### config.mk
export PLATFORM = sky130hd
export DESIGN_NAME = mul_rr_scheduler
export DESIGN_NICKNAME = d
export VERILOG_FILES = /design/src/rtl/mul_sched_pkg.sv /design/src/rtl/mul_rr_scheduler_rr_arbiter.sv /design/src/rtl/mul_rr_scheduler.sv
export SDC_FILE = /design/constraint.sdc
export NUM_CORES = 1
export LEC_CHECK = 0
export CAP_MARGIN = 20
export CORE_MARGIN = 1
export CORE_UTILIZATION = 36
export DETAILED_ROUTE_END_ITERATION = 8
export GPL_TIMING_DRIVEN = 0
export PLACE_DENSITY = 0.77
export SYNTH_ARGS = -nofsm -noshare
export SYNTH_HDL_FRONTEND = slang
export SYNTH_SLANG_ARGS = --single-unit
### constraint.sdc
create_clock -name clk -period 1.46 [get_ports clk]
set_input_delay 0.292 -clock clk [delete_from_list [all_inputs] [get_ports clk]]
set_output_delay 0.292 -clock clk [all_outputs]
set_load 0.02 [all_outputs]
### src/rtl/mul_sched_pkg.sv
// Shared types and defaults for the round-robin multiplier scheduler.
// Optional build macro: MUL_SCHED_PRIO0_EN (used by rr_arbiter).
package mul_sched_pkg;

    // Scheduler FSM states.
    typedef enum logic [1:0] {
        IDLE = 2'd0,
        LOAD = 2'd1,
        RUN  = 2'd2,
        DONE = 2'd3
    } state_t;

    localparam int DEFAULT_N_REQ   = 4;
    localparam int DEFAULT_WIDTH   = 6;
    localparam int DEFAULT_MUL_LAT = 6;

    // Width of a requester index; never narrower than one bit.
    function automatic int id_width(input int n);
        return (n <= 1) ? 1 : $clog2(n);
    endfunction

endpackage

### src/rtl/mul_rr_scheduler_rr_arbiter.sv
// Combinational round-robin arbiter.
// Default: pure round-robin over all requesters, searching upward from
// last_ptr+1 with wrap-around.
// With MUL_SCHED_PRIO0_EN defined: req[0] always wins when set; requesters
// 1..N_REQ-1 rotate among themselves starting after last_ptr.
module rr_arbiter
    import mul_sched_pkg::*;
#(
    parameter int  N_REQ = DEFAULT_N_REQ,
    localparam int IDW   = id_width(N_REQ)
) (
    input  logic [N_REQ-1:0] req,
    input  logic [IDW-1:0]   last_ptr,
    output logic [N_REQ-1:0] winner_oh,
    output logic [IDW-1:0]   winner_id,
    output logic             found
);

    logic [IDW-1:0] idx;

    // Scan candidates from farthest to nearest so the nearest set bit after last_ptr wins.
    always_comb begin
        winner_id = '0;
        found     = 1'b0;
        idx       = '0;
`ifdef MUL_SCHED_PRIO0_EN
        // Rotation restricted to 1..N_REQ-1; the N_REQ-1 bias keeps the sum non-negative.
        for (int k = N_REQ - 1; k >= 1; k--) begin
            idx = IDW'(((int'(last_ptr) + N_REQ - 2 + k) % (N_REQ - 1)) + 1);
            if (req[idx]) begin
                winner_id = idx;
                found     = 1'b1;
            end
        end
        if (req[0]) begin
            winner_id = '0;
            found     = 1'b1;
        end
`else
        for (int k = N_REQ; k >= 1; k--) begin
            idx = IDW'((int'(last_ptr) + k) % N_REQ);
            if (req[idx]) begin
                winner_id = idx;
                found     = 1'b1;
            end
        end
`endif
    end

    // One-hot form of the winner index.
    always_comb begin
        winner_oh = '0;
        for (int i = 0; i < N_REQ; i++) begin
            winner_oh[i] = found && (winner_id == IDW'(i));
        end
    end

endmodule

### src/rtl/mul_rr_scheduler.sv
// Shares one serial multiplier between N_REQ requesters: round-robin grant,
// operand latch, one-cycle load pulse, MUL_LAT-cycle wait, tagged result.
// Optional build macro: MUL_SCHED_PRIO0_EN (requester 0 gets fixed priority).
//
// Handshake: a requester raises req[i] with stable op_a/op_b slices and holds
// it until gnt[i] pulses for one cycle; operands are captured on that grant,
// and req[i] must drop the cycle after gnt. The result comes back later as a
// single-cycle res_valid strobe tagged with res_id; there is no back-pressure.
module mul_rr_scheduler
    import mul_sched_pkg::*;
#(
    parameter int  N_REQ   = DEFAULT_N_REQ,
    parameter int  WIDTH   = DEFAULT_WIDTH,
    parameter int  MUL_LAT = DEFAULT_MUL_LAT,
    localparam int IDW     = id_width(N_REQ)
) (
    input  logic                   clk,
    input  logic                   rst,
    input  logic [N_REQ-1:0]       req,
    input  logic [N_REQ*WIDTH-1:0] op_a,
    input  logic [N_REQ*WIDTH-1:0] op_b,
    output logic [N_REQ-1:0]       gnt,
    output logic                   busy,
    output logic                   mul_load,
    output logic [WIDTH-1:0]       mul_a,
    output logic [WIDTH-1:0]       mul_b,
    input  logic [2*WIDTH-1:0]     mul_product,
    output logic                   res_valid,
    output logic [IDW-1:0]         res_id,
    output logic [2*WIDTH-1:0]     res_product,
    output state_t                 dbg_state
);

    localparam int CW = $clog2(MUL_LAT + 1);

    state_t             state, nxt_state;
    logic [CW-1:0]      cnt, nxt_cnt;
    logic [IDW-1:0]     last_ptr, nxt_last_ptr;
    logic [IDW-1:0]     win_id, nxt_win_id;
    logic [N_REQ-1:0]   nxt_gnt;
    logic               nxt_busy, nxt_load, nxt_valid;
    logic [WIDTH-1:0]   nxt_a, nxt_b;
    logic [IDW-1:0]     nxt_res_id;
    logic [2*WIDTH-1:0] nxt_res_product;

    logic [N_REQ-1:0]   arb_oh;
    logic [IDW-1:0]     arb_id;
    logic               arb_found;

    rr_arbiter #(
        .N_REQ (N_REQ)
    ) u_arb (
        .req       (req),
        .last_ptr  (last_ptr),
        .winner_oh (arb_oh),
        .winner_id (arb_id),
        .found     (arb_found)
    );

    assign dbg_state = state;

    // Next-state and next-output logic; every output is registered below.
    always_comb begin
        nxt_state       = state;
        nxt_cnt         = cnt;
        nxt_last_ptr    = last_ptr;
        nxt_win_id      = win_id;
        nxt_gnt         = '0;
        nxt_load        = 1'b0;
        nxt_valid       = 1'b0;
        nxt_a           = mul_a;
        nxt_b           = mul_b;
        nxt_res_id      = res_id;
        nxt_res_product = res_product;
        unique case (state)
            IDLE: begin
                if (arb_found) begin
                    nxt_state  = LOAD;
                    nxt_win_id = arb_id;
                    nxt_gnt    = arb_oh;
                    nxt_load   = 1'b1;
                    for (int i = 0; i < N_REQ; i++) begin
                        if (arb_oh[i]) begin
                            nxt_a = op_a[i*WIDTH +: WIDTH];
                            nxt_b = op_b[i*WIDTH +: WIDTH];
                        end
                    end
                end
            end
            LOAD: begin
                nxt_state = RUN;
                nxt_cnt   = '0;
            end
            RUN: begin
                // The product is sampled on the MUL_LAT-th RUN cycle.
                if (cnt == CW'(MUL_LAT - 1)) begin
                    nxt_state       = DONE;
                    nxt_valid       = 1'b1;
                    nxt_res_id      = win_id;
                    nxt_res_product = mul_product;
                end else begin
                    nxt_cnt = cnt + CW'(1);
                end
            end
            DONE: begin
                nxt_state = IDLE;
`ifdef MUL_SCHED_PRIO0_EN
                // Requester 0 sits outside the rotation, so it never moves the pointer.
                if (win_id != '0) begin
                    nxt_last_ptr = win_id;
                end
`else
                nxt_last_ptr = win_id;
`endif
            end
            default: nxt_state = IDLE;
        endcase
        nxt_busy = (nxt_state != IDLE);
    end

    // State, bookkeeping and output registers with synchronous active-low reset.
    always_ff @(posedge clk) begin
        if (!rst) begin
            state       <= IDLE;
            cnt         <= '0;
            last_ptr    <= IDW'(N_REQ - 1);
            win_id      <= '0;
            gnt         <= '0;
            busy        <= 1'b0;
            mul_load    <= 1'b0;
            mul_a       <= '0;
            mul_b       <= '0;
            res_valid   <= 1'b0;
            res_id      <= '0;
            res_product <= '0;
        end else begin
            state       <= nxt_state;
            cnt         <= nxt_cnt;
            last_ptr    <= nxt_last_ptr;
            win_id      <= nxt_win_id;
            gnt         <= nxt_gnt;
            busy        <= nxt_busy;
            mul_load    <= nxt_load;
            mul_a       <= nxt_a;
            mul_b       <= nxt_b;
            res_valid   <= nxt_valid;
            res_id      <= nxt_res_id;
            res_product <= nxt_res_product;
        end
    end

endmodule

## Word level (Yosys, flattened, before mapping)

Index checks and enable logic that the tools add are counted.

| word-level totals | value |
|---|---|
| bits in registers | 42 |
| input bits | 66 |
| output and inout port bits | 35 |
| word-level logic and storage cells | 76 |

| operators by class | value |
|---|---|
| add/subtract/negate cells | 5 |
| $lt $le $gt $ge | 4 |
| eq/ne operators | 8 |
| muxes and demuxes | 31 |
| reduce and logical (&&, ||, !) cells | 16 |

Operator list:

| cell | count |
|---|---|
| 6-bit 2-to-1 mux | 8 |
| 2-bit by 3-bit less-than comparator with 1-bit output, second input constant | 4 |
| 2-bit 2-to-1 mux | 6 |
| 1-bit 2-to-1 mux | 10 |
| 2-bit AND reduction | 5 |
| 1-bit binary-select mux with 2-bit select | 4 |
| 2-bit == test, second input constant | 4 |
| 2-bit one-hot mux with 4 select lines | 1 |
| 3-bit one-hot mux with 2 select lines | 1 |
| 3-bit AND reduction | 2 |
| 2-bit by 1-bit adder with 2-bit output, second input constant | 2 |
| 2-bit adder, second input constant | 2 |
| 2-bit by 1-bit == test with 1-bit output, second input constant | 2 |
| 1-bit logical AND | 4 |
| 2-bit zero test | 2 |
| 2-bit nonzero test | 2 |
| 4-bit nonzero test | 1 |
| 3-bit by 1-bit adder with 3-bit output, second input constant | 1 |
| 3-bit == test, second input constant | 1 |
| 3-bit 2-to-1 mux | 1 |
| 2-bit inequality test, second input constant | 1 |

## Depth between registers and ports, before layout

Gate-level depths: netlist of run 1.

| logic depth | value |
|---|---|
| word-level depth | 13 |
| depth in mapped cells | 8 |
| gate-level depth less buffers | 7 |

## Cells and area by module

Synthesis of run 1 repeated with hierarchy kept, for this count alone.

| second synthesis, totals | value |
|---|---|
| cell total of the unflattened synthesis | 259 |
| area, all modules | 2220.9 sq um |

Modules (own cells, without submodules):

| module | times used | cells each | area an instance (sq um) | seq. area each (sq um) |
|---|---|---|---|---|
| mul_rr_scheduler | 1 | 225 | 1976.9 | 840.8 |
| rr_arbiter | 1 | 34 | 244.0 | 0.0 |

## Worst setup path before layout of run 1

OpenSTA, ideal clock, no wires.

| timing path | value |
|---|---|
| kind | register -> register |
| start | reg state[0], in the netlist dbg_state[0] |
| end | reg mul_a[3] |
| setup time | 78 ps |
| arrival | 1579 ps |
| data required time | 1382 ps |
| path slack | -197 ps |
| stages on the path, launching flop included | 9 |
| buffers on the path | 1 |
| period minus slack after synthesis | 1657 ps |
| path through | dfxtp_1 -> inv_1 -> ha_1 -> o41ai_4 -> and2_4 -> buf_6 -> nand2_1 -> a21boi_1 -> a32oi_1 |

| on the way | value |
|---|---|
| longest elaborated chain between the ends | 2 |

RTL lines:

| what | line | RTL |
|---|---|---|
| start: declaration | mul_rr_scheduler.sv:36 | `state_t state, nxt_state;` |
| start signal: assignment | mul_rr_scheduler.sv:137 | `state <= nxt_state;` |
| 2-bit zero test | mul_rr_scheduler.sv:75 | `unique case (state)` |
| 3-bit AND reduction (no source line) | - |  |
| end signal: assignment | mul_rr_scheduler.sv:144 | `mul_a <= nxt_a;` |
| end: declaration | mul_rr_scheduler.sv:25 | `output logic [WIDTH-1:0] mul_a,` |

No other way between the ends.
A chain may end at the register's enable or synchronous reset.

## Worst setup path in the final report of run 1

| timing path | value |
|---|---|
| start | reg last_ptr[1] |
| end | reg mul_b[5] |

| on the way | value |
|---|---|
| longest elaborated chain between the ends | 12 |

RTL lines:

| what | line | RTL |
|---|---|---|
| start: declaration | mul_rr_scheduler.sv:38 | `logic [IDW-1:0] last_ptr, nxt_last_ptr;` |
| start signal: assignment | mul_rr_scheduler.sv:126 | `last_ptr <= IDW'(N_REQ - 1);` |
| start signal: assignment | mul_rr_scheduler.sv:139 | `last_ptr <= nxt_last_ptr;` |
| 2-bit by 1-bit adder with 2-bit output | mul_rr_scheduler_rr_arbiter.sv:41 | `idx = IDW'((int'(last_ptr) + k) % N_REQ);` |
| 1-bit binary-select mux with 2-bit select | mul_rr_scheduler_rr_arbiter.sv:42 | `if (req[idx]) begin` |
| 1-bit 2-to-1 mux (implied by the code) | mul_rr_scheduler_rr_arbiter.sv:42 |  |
| 2-bit 2-to-1 mux (4 in a row) | mul_rr_scheduler_rr_arbiter.sv:42 |  |
| 2-bit by 1-bit == test with 1-bit output | mul_rr_scheduler_rr_arbiter.sv:54 | `winner_oh[i] = found && (winner_id == IDW'(i));` |
| 1-bit logical AND | mul_rr_scheduler_rr_arbiter.sv:54 |  |
| 6-bit 2-to-1 mux (3 in a row) | mul_rr_scheduler.sv:83 | `if (arb_oh[i]) begin` |
| end signal: assignment | mul_rr_scheduler.sv:145 | `mul_b <= nxt_b;` |
| end: declaration | mul_rr_scheduler.sv:26 | `output logic [WIDTH-1:0] mul_b,` |

Parallel ways exist; a longest one is shown, timed or not. The select of a mux whose other input is x is not followed.

==> results of run 1 <==
==> through the flow <==
stage	cell area [um^2]	TNS (ns)
CTS	3390	-0.427
finish	3470	-0.579
floorplan	2010	-0.655
global placement	3060	-17.73
detailed placement	3060	-17.97
global route	3470	-1.42
==> Yosys cell counts, types with 3 or more instances <==
| master | instances |
|---|---|
| o21ai_0 | 4 |
| o221ai_1 | 12 |
| clkbuf_1 | 5 |
| o211ai_1 | 3 |
| a21boi_0 | 4 |
| nor2_1 | 11 |
| inv_1 | 9 |
| a32oi_1 | 12 |
| ha_1 | 7 |
| a21oi_1 | 22 |
| nand2_1 | 57 |
| buf_2 | 6 |
| dfxtp_1 | 42 |
| a21boi_1 | 8 |
==> flip-flops by register name (all words and copies together) (netlist names), 3 cells and up <==
name,count
gnt,4
mul_a,6
mul_b,6
cnt,3
res_product,12
==> final timing paths <==
kind	to	from
setup / recovery	mul_b[5]	last_ptr[1]
hold / removal	last_ptr[1]	rst
setup reg to reg	mul_b[5]	last_ptr[1]
hold reg to reg	res_product[8]	res_product[8]
==> worst max-delay path, cell delays in order, from the launching register on <==
cell	delay, ns
dfxtp_4	0.38
mux2_4	0.30
a22oi_2	0.15
o21a_2	0.23
buf_6	0.14
a21boi_1	0.06
a32oi_1	0.23
==> routing by layer <==
metal	global-route usage (%)	part of all wire (%)
met4	7.12	1.5
met2	38.1	50
met1	27.0	42
met5	0	0
met3	5.75	6.4
==> what timing repair did <==
| action | CTS | global route |
|---|---|---|
| pin swaps | 25 | 13 |
| setup endpoints to repair | 68 | 28 |
| cloned | 3 | 0 |
| hold buffers | 0 | 0 |
| hold endpoints to repair | 0 | 0 |
| gates resized for setup | 92 | 19 |
| buffers inserted | 13 | 2 |
==> logic make-up after synthesis <==
family / Yosys count / share of synthesized area (%)
adder cells (fa/ha/maj): 7 / 4.44
AND/OR/NAND/NOR: 81 / 17.4
multiplexers: 1 / 0.571
AO/OA/AOI/OAI: 77 / 29.3
flip-flops: 42 / 42.6
buffers and inverters: 23 / 5.71
==> layout make-up <==
type                            count  area share [%]
Multi-Input combinational cell    166            33.7
Timing Repair Buffer              115            31.7
Sequential cell                    42            24.6
Buffer                             14            3.78
Tap cell                           70            2.52
Clock buffer                        5            1.98
Inverter                            9            1.12
Clock inverter                      3           0.577
==> power by group through the flow <==
stage / Sequential, uW / Combinational, uW / Clock (uW)
final: 1540 / 2140 / 756
after global routing: 1570 / 2310 / 828
after CTS: 1520 / 2040 / 773
after detailed placement: 1550 / 1760 / 0
after global placement: 1530 / 1730 / 0
after floorplan: 1750 / 804 / 0
==> reports/metrics.csv, run 1 <==
metric,value,unit
drt_iter0_drc,118,
whs_path_depth,2,
synth_cell_types,39,
avgSynthCellArea,8.54,um^2
relSlewSlack,66.1,%
synth_edf_count,0,
rows,26,
cp-start-kind,flop,
dp_cells,398,
fillers,440,
power.density,1280,mW/mm^2
ys_warn_count,0,
finalPower,4430,uW
drive_above_1_share,24.9,%
crit_required,1.67,ns
rsz0062_at_grt,true,
crit_path_max_fanout,5,
synth_fp_nets,304,
cell_internal_pwr,2800,uW
hpwl,4180,um
grt_pass1_wl,10200,um
final_common_cell,clkdlybuf4s50_1,
antenna_left,0,
syn_inst,231,
fp.coreArea,0.00520,mm^2
syn_area,0.00197,mm^2
chipWidth,76.0,um
max-cap-violations,0,
die_y,76.0,um
worst_slack,-0.119,ns
cts_buffers,5,
reg2reg_depth,6,
htree_levels,2,
final-setup-viol-count,12,
stdcell_count,424,
regArea,855,um^2
antennaDiodeCount,0,
synth_flop_cell,dfxtp_1,
hold_path.class,input port to flop,
timing.final.crit_share,108,%
regToRegSetupSlack,-0.12,ns
max_freq,0.633,GHz
violations,setup timing,
pwr-share-comb,48.2,%
routed_wl,6060,um
root_buffer,clkbuf_8,
cts_tree,done,
place_ws,-0.783,ns
port_buffers,97,
antenna_found_initial,0,
globalRouteOverflowTotal,0,
insertion_delay,0.30,ns
layout_common_cells,"60 x clkdlybuf4s50_1, 48 x nand2_1, 37 x dfxtp_1",
via_count,2163,
fin_util,66.7,%
multi_input_area,0.00117,mm^2
drc_errors,0,
final_hold_viol_count,0,
clkTransAtPathRegs,0.09,ns
synthToLayoutAreaGrowth,76.0,%
avgRoutedWirePerCell,14.3,um
p_sw,1630,uW
clock-sinks,42,
drtPass1Iterations,4,
ys_seq_area_share,42.6,%
cts_buffer_depth,2,
leakagePower,0.00147,uW
synth_top_area_cell,dfxtp_1,
async_flop_share,0,%
p_seq_share,34.7,%
status,finished with violations,
switching_share,36.8,%
skew,0.0118,ns
synth_top_area_share,42.6,%
fin_nets,426,
gp_congestion,0.792,
endpoint_kind,flop,
first_global_vias,2090,
dieArea,0.00578,mm^2
finalWorstPathRequiredPeriod,1.58,ns
grt_max_degree,15,
io_pins,101,
viasPerCell,5.10,
crit_type,flop to flop,
ys_ff_latch,42,
arrival,1.79,ns
hold_slack,0.353,ns
start_util,37.9,%
grtUsageTotal,22.2,%
tightest_slew,0.505,ns
yosys-top-cells-area,"dfxtp_1 43%, nand2_1 11%, a21oi_1 5.6%, a32oi_1 5.3%, o221ai_1 5.3%",
power.share.clock,17.1,%
drv_slew,0,
peakVddDrop,0.536,mV
Note: power is estimated with default switching activity, not from simulation.
==> run 2, diff against run 1 <==
--- a/config.mk
+++ b/config.mk
@@ -5,8 +5,7 @@
 export SDC_FILE = /design/constraint.sdc
 export NUM_CORES = 1
 export LEC_CHECK = 0
-export CAP_MARGIN = 20
-export CORE_MARGIN = 1
+export CORE_MARGIN = 4
 export CORE_UTILIZATION = 36
 export DETAILED_ROUTE_END_ITERATION = 8
 export GPL_TIMING_DRIVEN = 0
==> reports/metrics.csv, run 2 (synthesis gave the netlist of run 1 again) <==
metric,value,unit,change
stdcell_count,419,,was 424
drv_slew,0,,unchanged
layout_common_cells,"61 x clkdlybuf4s50_1, 56 x nand2_1, 38 x dfxtp_1",,"was 60 x clkdlybuf4s50_1, 48 x nand2_1, 37 x dfxtp_1"
endpoint_kind,flop,,unchanged
cts_buffers,5,,unchanged
htree_levels,2,,unchanged
dieArea,0.00673,mm^2,was 0.00578 mm^2
insertion_delay,0.29,ns,was 0.30 ns
drt_iter0_drc,84,,was 118
finalPower,4200,uW,was 4430 uW
cp-start-kind,flop,,unchanged
crit_type,flop to flop,,unchanged
cts_buffer_depth,2,,unchanged
synthToLayoutAreaGrowth,69.3,%,was 76.0%
port_buffers,97,,unchanged
fin_util,64.2,%,was 66.7%
avgRoutedWirePerCell,14.4,um,was 14.3 um
chipWidth,82.0,um,was 76.0 um
rows,26,,unchanged
cell_internal_pwr,2670,uW,was 2800 uW
antenna_left,0,,unchanged
cp_slowest_stage_delay,0.38,ns,about the same
dp_cells,398,,unchanged
crit_top_cell,buf_4,,
start_util,37.9,%,unchanged
drive_above_1_share,20.6,%,was 24.9%
fin_nets,421,,was 426
reg.largest.list,"res_product (12), mul_a (6), mul_b (6)",,unchanged
die_y,82.0,um,was 76.0 um
final_common_cell,clkdlybuf4s50_1,,unchanged
grt_max_degree,14,,was 15
slowest_stage,dfxtp_4,,unchanged
violations,setup timing,,unchanged
p_sw,1530,uW,was 1630 uW
pwr-share-comb,46.0,%,was 48.2%
viasPerCell,5.11,,was 5.10
gp_congestion,0.772,,was 0.792
fin_tns_setup,-0.479,ns,was -0.579 ns
rsz0062_at_grt,true,,unchanged
crit_path_max_fanout,10,,was 5
grtUsageTotal,17.7,%,was 22.2%
drc_errors,0,,unchanged
worst_slack,-0.0500,ns,was -0.119 ns
final_hold_viol_count,0,,unchanged
regMostFlops,res_product,,unchanged
max-cap-violations,0,,unchanged
skew,0.0118,ns,about the same
hold_path.class,input port to flop,,unchanged
status,finished with violations,,unchanged
cp_cell_sequence,mux2_4 > a22oi_2 > buf_4 > o21ai_2 > buf_4 > nand2_1 > a32oi_1,,was mux2_4 > a22oi_2 > o21a_2 > buf_6 > a21boi_1 > a32oi_1
arrival,1.68,ns,was 1.79 ns
clkTransAtPathRegs,0.08,ns,was 0.09 ns
final-setup-viol-count,14,,was 12
antenna_found_initial,0,,unchanged
tightest_slew,0.407,ns,was 0.505 ns
switching_share,36.3,%,was 36.8%
power.density,1260,mW/mm^2,was 1280 mW/mm^2
grt_pass1_wl,9250,um,was 10200 um
relSlewSlack,72.6,%,was 66.1%
routed_wl,6050,um,was 6060 um
timing.final.crit_share,103,%,was 108%
clock-sinks,42,,unchanged
drtPass1Iterations,4,,unchanged
crit_required,1.63,ns,was 1.67 ns
p_seq_share,36.3,%,was 34.7%
io_pins,101,,unchanged
first_global_vias,1991,,was 2090
hpwl,4410,um,was 4180 um
max_freq,0.662,GHz,was 0.633 GHz
leakagePower,0.00140,uW,was 0.00147 uW
via_count,2142,,was 2163
fp.coreArea,0.00520,mm^2,unchanged
globalRouteOverflowTotal,0,,unchanged
largest_reg_flops,12,,unchanged
root_buffer,clkbuf_8,,unchanged
power.share.clock,17.7,%,was 17.1%
cts_tree,done,,unchanged
finalWorstPathRequiredPeriod,1.51,ns,was 1.58 ns
peakVddDrop,0.591,mV,was 0.536 mV
fillers,457,,was 440
antennaDiodeCount,0,,unchanged
## run 2: stage by stage
stage	hold WS, ns	area, um^2	worst slack (ns)
finish	0.420	3340	-0.0500
global route	0.424	3340	-0.158
CTS	0.401	3260	-0.0859
detailed placement	0.446	3060	-0.717
global placement	0.441	3060	-0.718
floorplan	0.391	2010	-0.0652
## run 2: area by class of cell
type	count	area, um^2	area share, %
plain buffers	14	128	3.82
clock buffers	6	72.6	2.17
clock inverters	2	13.8	0.412
inverters	9	33.8	1.01
multi-input cells	166	1110	33.4
flip-flops and latches	42	853	25.5
well taps	70	87.6	2.62
repair buffers	110	1040	31.0
## run 2: worst paths after layout
check	start	endpoint	slack, ns	cells after the start
max reg2reg	last_ptr[1]	mul_b[0]	-0.05	7
min reg2reg	res_product[0]	res_product[0]	0.45	2
min	req[1]	win_id[0]	0.42	4
max	last_ptr[1]	mul_b[0]	-0.05	7
## run 2: repair_timing
action,CTS,global route
gates cloned,1,0
resized for setup,76,11
pin swaps,7,15
setup endpoints to repair,68,26
hold buffers,0,0
buffers inserted,6,6
## run 2: critical path: cells and delay by family (launching register included)
| family | cells | cell delay (ns) |
|---|---|---|
| flip-flops | 1 | 0.38 |
| buffers and inverters | 2 | 0.32 |
| multiplexers | 1 | 0.30 |
| AO/OA/AOI/OAI | 3 | 0.30 |
| AND/OR/NAND/NOR | 1 | 0.07 |
## run 2: power groups by stage
stage	sequential (uW)	combinational (uW)	clock [uW]
floorplan	1750	804	0
global placement	1540	1740	0
detailed placement	1550	1760	0
CTS	1520	1840	780
global route	1550	2120	818
finish	1520	1930	743
## run 2: per-layer routing
metal,global-route usage (%),wire (um),up-vias
met5,0,0,-
met4,5.15,82,0
met3,6.03,532,8
met2,29.5,2930,81
met1,21.6,2500,987
li1,-,-,1066
